<file path="src/rtl/i2c_pkg.sv">
// ============================================================================
// Package     : i2c_pkg
// Description : Shared types and constants for the I2C responder block.
// Revision    : 1.0 - initial release
// ============================================================================
`default_nettype none

package i2c_pkg;

  localparam int I2C_ADDR_W = 7;
  localparam int I2C_BYTE_W = 8;
  localparam int I2C_CNT_W  = 4;

  localparam logic [I2C_ADDR_W-1:0] I2C_DEFAULT_ADDR = 7'h3C;

  // Protocol states of the responder; TX is only reachable in read-enabled builds
  typedef enum logic [2:0] {
    ST_IDLE     = 3'd0,
    ST_ADDR     = 3'd1,
    ST_ADDR_ACK = 3'd2,
    ST_DATA     = 3'd3,
    ST_DATA_ACK = 3'd4,
    ST_IGNORE   = 3'd5,
    ST_TX       = 3'd6
  } state_t;

  // True when the received 7-bit address selects this target
  function automatic logic addr_hit(input logic [I2C_ADDR_W-1:0] got,
                                    input logic [I2C_ADDR_W-1:0] own);
    return (got == own);
  endfunction

endpackage

`default_nettype wire

</file>
<file path="src/rtl/i2c_line_sync.sv">
// ============================================================================
// Module      : i2c_line_sync
// Description : Two-flop synchronizers for SCL/SDA, a history flop per line
//               for edge strobes, and START/STOP condition detection.
// Revision    : 1.0 - initial release
// ============================================================================
`default_nettype none

module i2c_line_sync
  import i2c_pkg::*;
(
  input  logic clk,
  input  logic reset,
  input  logic scl,
  input  logic sda_in,
  output logic scl_rise,
  output logic scl_fall,
  output logic sda_s,
  output logic start,
  output logic stop
);

  logic scl_meta, scl_sync, scl_hist;
  logic sda_meta, sda_sync, sda_hist;

  // Synchronizer and history flops; reset to the idle (released) bus level
  // so that leaving reset never fabricates an edge on a quiet bus
  always_ff @(posedge clk or posedge reset) begin
    if (reset) begin
      scl_meta <= 1'b1;
      scl_sync <= 1'b1;
      scl_hist <= 1'b1;
      sda_meta <= 1'b1;
      sda_sync <= 1'b1;
      sda_hist <= 1'b1;
    end else begin
      scl_meta <= scl;
      scl_sync <= scl_meta;
      scl_hist <= scl_sync;
      sda_meta <= sda_in;
      sda_sync <= sda_meta;
      sda_hist <= sda_sync;
    end
  end

  assign scl_rise = scl_sync & ~scl_hist;
  assign scl_fall = ~scl_sync & scl_hist;
  assign sda_s    = sda_sync;

  // SDA may only move while SCL is high to signal a bus condition
  assign start = scl_sync & sda_hist & ~sda_sync;
  assign stop  = scl_sync & ~sda_hist & sda_sync;

endmodule

`default_nettype wire

</file>
<file path="src/rtl/i2c_responder.sv">
// ============================================================================
// Module      : i2c_responder
// Description : I2C target that ACKs its address, receives write bytes into
//               data_out and drives the LED from bit 0 of the last byte.
//               Optional macro I2C_RESPONDER_READ_EN adds a read (TX) path
//               that returns data_out MSB first.
// Revision    : 1.0 - initial release
// ============================================================================
`default_nettype none

module i2c_responder
  import i2c_pkg::*;
#(
  parameter logic [I2C_ADDR_W-1:0] ADDR = I2C_DEFAULT_ADDR
) (
  input  logic                  clk,
  input  logic                  reset,
  input  logic                  scl,
  input  logic                  sda_in,
  output logic                  sda_oe,
  output logic [I2C_BYTE_W-1:0] data_out,
  output logic                  data_valid,
  output logic                  led,
  output logic                  busy
);

  logic scl_rise, scl_fall, sda_s, start, stop;

  state_t                state, state_n;
  logic [I2C_CNT_W-1:0]  bit_cnt, bit_cnt_n;
  logic [I2C_BYTE_W-1:0] shreg, shreg_n;
  logic [I2C_BYTE_W-1:0] data_out_n;
  logic                  sda_oe_n, data_valid_n, busy_n;
  logic                  byte_done, own_addr;
`ifdef I2C_RESPONDER_READ_EN
  logic                  rw_q, rw_n;
`endif

  i2c_line_sync u_line_sync (
    .clk      (clk),
    .reset    (reset),
    .scl      (scl),
    .sda_in   (sda_in),
    .scl_rise (scl_rise),
    .scl_fall (scl_fall),
    .sda_s    (sda_s),
    .start    (start),
    .stop     (stop)
  );

  // The 8th rise of a byte: counter still reads 7 before it advances
  assign byte_done = scl_rise && (bit_cnt == 4'd7);
  // Address bits [7:1] are already in the shifter when the R/W bit arrives
  assign own_addr  = addr_hit(shreg[I2C_BYTE_W-2:0], ADDR);

  // State and datapath registers; async reset releases SDA immediately
  always_ff @(posedge clk or posedge reset) begin
    if (reset) begin
      state      <= ST_IDLE;
      bit_cnt    <= '0;
      shreg      <= '0;
      sda_oe     <= 1'b0;
      data_out   <= '0;
      data_valid <= 1'b0;
      busy       <= 1'b0;
`ifdef I2C_RESPONDER_READ_EN
      rw_q       <= 1'b0;
`endif
    end else begin
      state      <= state_n;
      bit_cnt    <= bit_cnt_n;
      shreg      <= shreg_n;
      sda_oe     <= sda_oe_n;
      data_out   <= data_out_n;
      data_valid <= data_valid_n;
      busy       <= busy_n;
`ifdef I2C_RESPONDER_READ_EN
      rw_q       <= rw_n;
`endif
    end
  end

  // Next-state and output decode; STOP outranks START, which outranks bit activity
  always_comb begin
    state_n      = state;
    bit_cnt_n    = bit_cnt;
    shreg_n      = shreg;
    sda_oe_n     = sda_oe;
    data_out_n   = data_out;
    data_valid_n = 1'b0;
    busy_n       = busy;
`ifdef I2C_RESPONDER_READ_EN
    rw_n         = rw_q;
`endif

    if (stop) begin
      state_n   = ST_IDLE;
      bit_cnt_n = '0;
      sda_oe_n  = 1'b0;
      busy_n    = 1'b0;
    end else if (start) begin
      state_n   = ST_ADDR;
      bit_cnt_n = '0;
      sda_oe_n  = 1'b0;
    end else begin
      case (state)
        ST_ADDR: begin
          if (scl_rise) begin
            shreg_n   = {shreg[I2C_BYTE_W-2:0], sda_s};
            bit_cnt_n = bit_cnt + 4'd1;
            if (byte_done) begin
`ifdef I2C_RESPONDER_READ_EN
              rw_n = sda_s;
              if (own_addr) begin
                state_n = ST_ADDR_ACK;
                busy_n  = 1'b1;
              end else begin
                state_n = ST_IGNORE;
                busy_n  = 1'b0;
              end
`else
              if (own_addr && !sda_s) begin
                state_n = ST_ADDR_ACK;
                busy_n  = 1'b1;
              end else begin
                state_n = ST_IGNORE;
                busy_n  = 1'b0;
              end
`endif
            end
          end
        end

        // First fall after bit 8 pulls SDA; the next fall ends the ACK clock
        ST_ADDR_ACK, ST_DATA_ACK: begin
          if (scl_fall) begin
            if (!sda_oe) begin
              sda_oe_n = 1'b1;
            end else begin
              sda_oe_n  = 1'b0;
              bit_cnt_n = '0;
              state_n   = ST_DATA;
`ifdef I2C_RESPONDER_READ_EN
              if (state == ST_ADDR_ACK && rw_q) begin
                state_n  = ST_TX;
                shreg_n  = data_out;
                sda_oe_n = ~data_out[I2C_BYTE_W-1];
              end
`endif
            end
          end
        end

        ST_DATA: begin
          if (scl_rise) begin
            shreg_n   = {shreg[I2C_BYTE_W-2:0], sda_s};
            bit_cnt_n = bit_cnt + 4'd1;
            if (byte_done) begin
              data_out_n   = {shreg[I2C_BYTE_W-2:0], sda_s};
              data_valid_n = 1'b1;
              state_n      = ST_DATA_ACK;
            end
          end
        end

`ifdef I2C_RESPONDER_READ_EN
        // Bit k is presented on the fall that follows rise k; the 9th rise
        // samples the initiator's ACK
        ST_TX: begin
          if (scl_rise) begin
            if (bit_cnt == 4'd8) begin
              if (!sda_s) begin
                bit_cnt_n = '0;
                shreg_n   = data_out;
              end else begin
                state_n = ST_IGNORE;
              end
            end else begin
              bit_cnt_n = bit_cnt + 4'd1;
            end
          end else if (scl_fall) begin
            if (bit_cnt == 4'd0) begin
              sda_oe_n = ~shreg[I2C_BYTE_W-1];
            end else if (bit_cnt < 4'd8) begin
              shreg_n  = {shreg[I2C_BYTE_W-2:0], 1'b0};
              sda_oe_n = ~shreg[I2C_BYTE_W-2];
            end else begin
              sda_oe_n = 1'b0;
            end
          end
        end
`endif

        default: ;
      endcase
    end
  end

  assign led = data_out[0];

endmodule

`default_nettype wire

</file>
<file path="config.mk">
export PLATFORM = sky130hd
export DESIGN_NAME = i2c_responder
export DESIGN_NICKNAME = d
export VERILOG_FILES = /design/src/rtl/i2c_pkg.sv /design/src/rtl/i2c_line_sync.sv /design/src/rtl/i2c_responder.sv
export SDC_FILE = /design/constraint.sdc
export NUM_CORES = 1
export LEC_CHECK = 0
export ABC_AREA = 1
export CAP_MARGIN = 20
export CORE_MARGIN = 2
export CORE_UTILIZATION = 56
export DETAILED_ROUTE_END_ITERATION = 16
export PLACE_DENSITY_LB_ADDON = 0.15
export SETUP_SLACK_MARGIN = 0.1
export SLEW_MARGIN = 10
export SYNTH_ARGS = -nofsm -noshare
export SYNTH_HDL_FRONTEND = slang
export SYNTH_SLANG_ARGS = --single-unit
export TNS_END_PERCENT = 50
</file>
<file path="constraint.sdc">
create_clock -name clk -period 1.7 [get_ports clk]
set_clock_uncertainty 0.05 [all_clocks]
set_input_delay 0.34 -clock clk [delete_from_list [all_inputs] [get_ports clk]]
set_output_delay 0.34 -clock clk [all_outputs]
set_load 0.1 [all_outputs]
</file>
---- After elaboration in Yosys (flattened, before gate mapping) ----
Cells that the tools add are included.
storage, ports and cells
  bits in registers ....................... 31
  input port bits ......................... 4
  output and inout bits ................... 12
  logic and storage cells ................. 90
cells by class
  add/subtract/negate cells ............... 1
  equality and inequality tests ........... 14
  multiplexer cells ....................... 32
  bitwise gates (word level) .............. 12
  reduce and logical (&&, ||, !) cells .... 18
operators by type and width
  operator               count
  $mux W3                9
  $ne A4 B4 Y1 const B   6
  $mux W4                5
  $mux W1                16
  $reduce_and A4 Y1      3
  $pmux W3 S3            1
  $pmux W4 S2            1
  $eq A7 B6 Y1 const B   1
  $reduce_and A7 Y1      1
  $and A1 B1 Y1          6
  $eq A3 B2 Y1 const B   2
  $not A1 Y1             6
  $reduce_bool A2 Y1     3
  $reduce_bool A3 Y1     2
  $reduce_and A5 Y1      1
  $reduce_bool A5 Y1     1
  $add A4 B1 Y4 const B  1
  $eq A4 B3 Y1 const B   1
  $ne A4 B1 Y1 const B   1
  $reduce_bool A4 Y1     1
  $reduce_or A2 Y1       2
  $eq A3 B1 Y1 const B   1
  $eq A3 B3 Y1 const B   1
  $logic_and A1 B1 Y1    2
  other kinds (3)        3

---- Longest topological paths before layout ----
  depth after elaboration ................. 8
  depth in mapped cells ................... 10
  depth with buffers taken out ............ 10

---- Modules after synthesis ----
From an unflattened synthesis, not the netlist that was laid out.
second synthesis, totals
  cells, all modules ...................... 177
  area total of the unflattened synthesis .. 1506.4 µm²
modules (own cells, without submodules)
  module         instances  cells an instance  area each (µm²)  seq. area each (µm²)
  i2c_responder  1          162                1315.0           625.6
  i2c_line_sync  1          15                 191.4            157.7

---- Worst setup path before layout ----
No wires, ideal clock.
  path type ............................... register -> output
  start ................................... reg data_out[0]
  end ..................................... out data_out[0]
  arrival time ............................ 1.340 ns
  data required time ...................... 1.310 ns
  setup slack ............................. -0.030 ns
  cell stages (with the launch flop) ...... 2
  path buffers ............................ 1
  path through ............................ dfrtp_1 -> buf_4
RTL lines
  element                 RTL line             RTL
  from (decl)             i2c_responder.sv:21  output logic [I2C_BYTE_W-1:0] data_out,
  from (signal assigned)  i2c_responder.sv:74  data_out <= data_out_n;
No word-level cell between the ends.

---- Final worst setup path ----
  start ................................... reg u_line_sync.scl_sync
  end ..................................... reg data_out[3]
on the way
  longest elaborated chain between the ends .. 4
  elaborated cells between the ends (all ways) .. 9
  those cells by class .................... 7 x bitwise; 2 x reduce/logical
ends and longest elaborated chain
  element                                         RTL line                                  RTL
  from (decl)                                     i2c_line_sync.sv:23                       logic scl_meta, scl_sync, scl_hist;
  from (signal assigned)                          i2c_line_sync.sv:38                       scl_sync <= scl_meta;
  $and A1 B1 Y1 (on tied branches) (2 in series)  i2c_line_sync.sv:52, i2c_line_sync.sv:51
  $not A1 Y1 (no line)                            n/a
  $reduce_and A5 Y1 (no line) *                   n/a
Every way passes the cells marked *; elsewhere a longest branch is shown, timed or not.
A chain may end at the register's enable or synchronous reset.

==> impl_results.md <==
* Max Freq at 653 MHz
* Drt wl/cell at 12.1 µm
* Element type at the critical path end: register
* Most common cell after layout, fill and taps aside: nand2_1
* Final ANT Viol Nets at 0
* Total track usage at 19.6%
* Iter 0 DRT Violations at 46
* Simple-Gate Fraction of Synth Area at 32.4%
* Core ar. at 0.00276 mm²
* Commonest non-fill, non-tap cells in the layout: nand2_1 (53), dfrtp_1 (23), inv_1 (21)
* Final setup vio count at 0
* Total CTS buffers at 5
* First-pass GRT wire length at 4910 µm
* Synth Instances at 183
* Hold_buf cts at 0
* Top Usage Layer GRT: met2
* Clock Tree Buf Depth at 2
* Area Growth Syn to Fin at 24.7%
* Crit-path max FO at 17
* Compound-gate portion of the synthesized area at 10.7%
* Met2 Usage GRT at 32.3%
* Slew Viols, Final at 0
* Clk_lat worst skew at 0.32 ns
* Chip width at 57.9 µm
* Synth Register Bits at 31
* Final net count at 213
* Relative slew slack at 74.1%
* I/O pin cnt at 16
* Layout cells sized above 1 at 35.4%
* Fin crit period at 1.53 ns
* Startpoint Class: register
* Grt met3 use at 6.70%
* Measured slew at the worst slew-check pin at 0.389 ns
* H-tree depth at 2
* Final total power at 2.31 mW
* Drc violations at 0
* CP Data Arrival Time at 1.70 ns
* Post-Syn Area per Cell at 8.88 µm²
* Via/cell ratio at 5.13
* Worst hold path class: register to register
* Library cells used by synthesis at 23
* Max Cap Viol at 0
* Tcrit/Tclk final at 90.0%
* Initial Utilization at 58.9%
* HPWL Detailed at 2120 µm
* Die ar. at 0.00335 mm²
* Placed instance count at 227
* Vias at 1230
* PortBufs at 15
* Largest net degree at the start of global routing at 32
* Mux share of post-synthesis cell area at 0%
* Root Driver: clkbuf_4
* Layout Cells excl Fill at 240
* Worst Slack Setup Final at 0.169 ns
* Status: finished, final reports clean
* GP Congestion at 0.862
* Pre-CTS setup slack at 0.111 ns
* Largest family of logic cells by synthesized area: simple AND/OR/NAND/NOR gates
* Synth Warn # at 0
* Clk slew on worst S/H paths at 0.09 ns
* Req. time, crit path at 1.87 ns
* Ant diodes at 0
* Vias in the first global route at 1183
* Seq/Total Area, Yosys at 48.2%
* Synth Area in Adders at 0.770%
* Clk sink count at 31
* Post-Syn Area at 0.00163 mm²
* Row cnt at 19
* Met1 Track Usage GR at 24.4%
* First-pass DRT Iterations at 4
* WS Path Type: register to register
* Xor/xnor share of the synthesized area at 0.539%
* RSZ-0062 raised after global routing: yes
* GRT overflow at 0
* CTS tree: yes
* Max VDD drop at 1190 µV
* Pleak at 0.977 nW
* Final Hold Viols at 0
* Die H at 57.9 µm
* Syn_nets at 188
* Antenna violations before repair at 0
* PwrDens at 1140 mW/mm²
* Sum Neg Setup Slack at 0 ns
* Detailed Route WL at 2900 µm
-- registers in the layout, indices dropped and copies added, names as in the netlist --
name,cells
data_out,8
shreg,7
bit_cnt,4
state,3
busy,1
data_valid,1
sda_oe,1
u_line_sync.scl_hist,1
u_line_sync.scl_meta,1
u_line_sync.scl_sync,1
u_line_sync.sda_hist,1
u_line_sync.sda_meta,1
u_line_sync.sda_s,1
-- per-stage QoR --
stage	utilization (%)	hold WS [ns]	cell area (µm²)
4_1_cts	71.2	0.310	1960
5_1_grt	73.5	0.318	2030
3_3_place_gp	69.4	0.297	1910
3_5_place_dp	69.4	0.297	1910
6_report	73.5	0.309	2030
2_1_floorplan	-	0.294	1630
-- worst max-delay path: stages (launching register included) --
cell     delay, ns
dfstp_2       0.60
inv_2         0.09
nor2_8        0.14
nand3_4       0.11
nor2_4        0.11
nand2_4       0.15
nand2_1       0.12
o21ai_2       0.05
-- power breakdown --
part           leakage (nW)  internal [mW]  switching, mW
clock network        0.0293          0.161          0.238
registers             0.399          0.854          0.109
logic                 0.548          0.326          0.625
-- cell usage after synthesis (all sizes together) --
| cell type | instances | share of area (%) |
|---|---|---|
| a21oi | 2 | 0.62 |
| xor2 | 1 | 0.54 |
| nand2 | 60 | 15 |
| dfrtp | 25 | 38 |
| inv | 24 | 5.5 |
| dfstp | 6 | 9.7 |
| o211ai | 1 | 0.46 |
| nor2 | 21 | 7.9 |
| nand3 | 18 | 9.1 |
| or2 | 1 | 0.39 |
| o21ai | 20 | 9.6 |
| buf | 3 | 1.8 |
| ha | 1 | 0.77 |
-- per-layer routing --
metal  wire, µm  vias up
li1           -      623
met1       1360      576
met2       1390       24
met3        106        7
met4         38        0
met5          0        -
-- timing repair --
action                                  CTS  global route
resized for setup                         0             5
pin swaps                                 1             2
setup buffers                             0             4
gates cloned                              0             1
endpoints found under the setup margin    1            13
-- cell type report --
| cell class | instances | area, µm² |
|---|---|---|
| inverters | 24 | 90.1 |
| fillers | 211 | 731 |
| flip-flops and latches | 31 | 786 |
| clock buffers | 7 | 45.0 |
| clock inverters | 1 | 5.00 |
| well taps | 31 | 38.8 |
| multi-input cells | 126 | 754 |
| repair buffers | 20 | 308 |
-- cells by family (layout without fill, tap and decap cells) --
kind of cell | count (synthesis) | in the layout
adders and majority gates | 1 | 1
xor gates and xnor gates | 1 | 1
AOI/OAI and AO/OA | 23 | 23
and+or+nand+nor | 100 | 101
buffers and inverters | 27 | 52
DFF | 31 | 31
-- final timing paths --
check                                     startpoint                   end  slack (ns)  cells past startpoint
worst max-delay path            u_line_sync.scl_sync           data_out[3]        0.17                      7
worst min-delay path            u_line_sync.sda_meta     u_line_sync.sda_s        0.31                      0
worst max register to register  u_line_sync.scl_sync           data_out[3]        0.17                      7
worst min register to register  u_line_sync.sda_meta     u_line_sync.sda_s        0.31                      0
max in group asynchronous                      reset  u_line_sync.scl_meta        0.93                      3
min in group asynchronous                      reset              shreg[1]        0.34                      3
No activity file was read; power rests on OpenSTA's default activity.
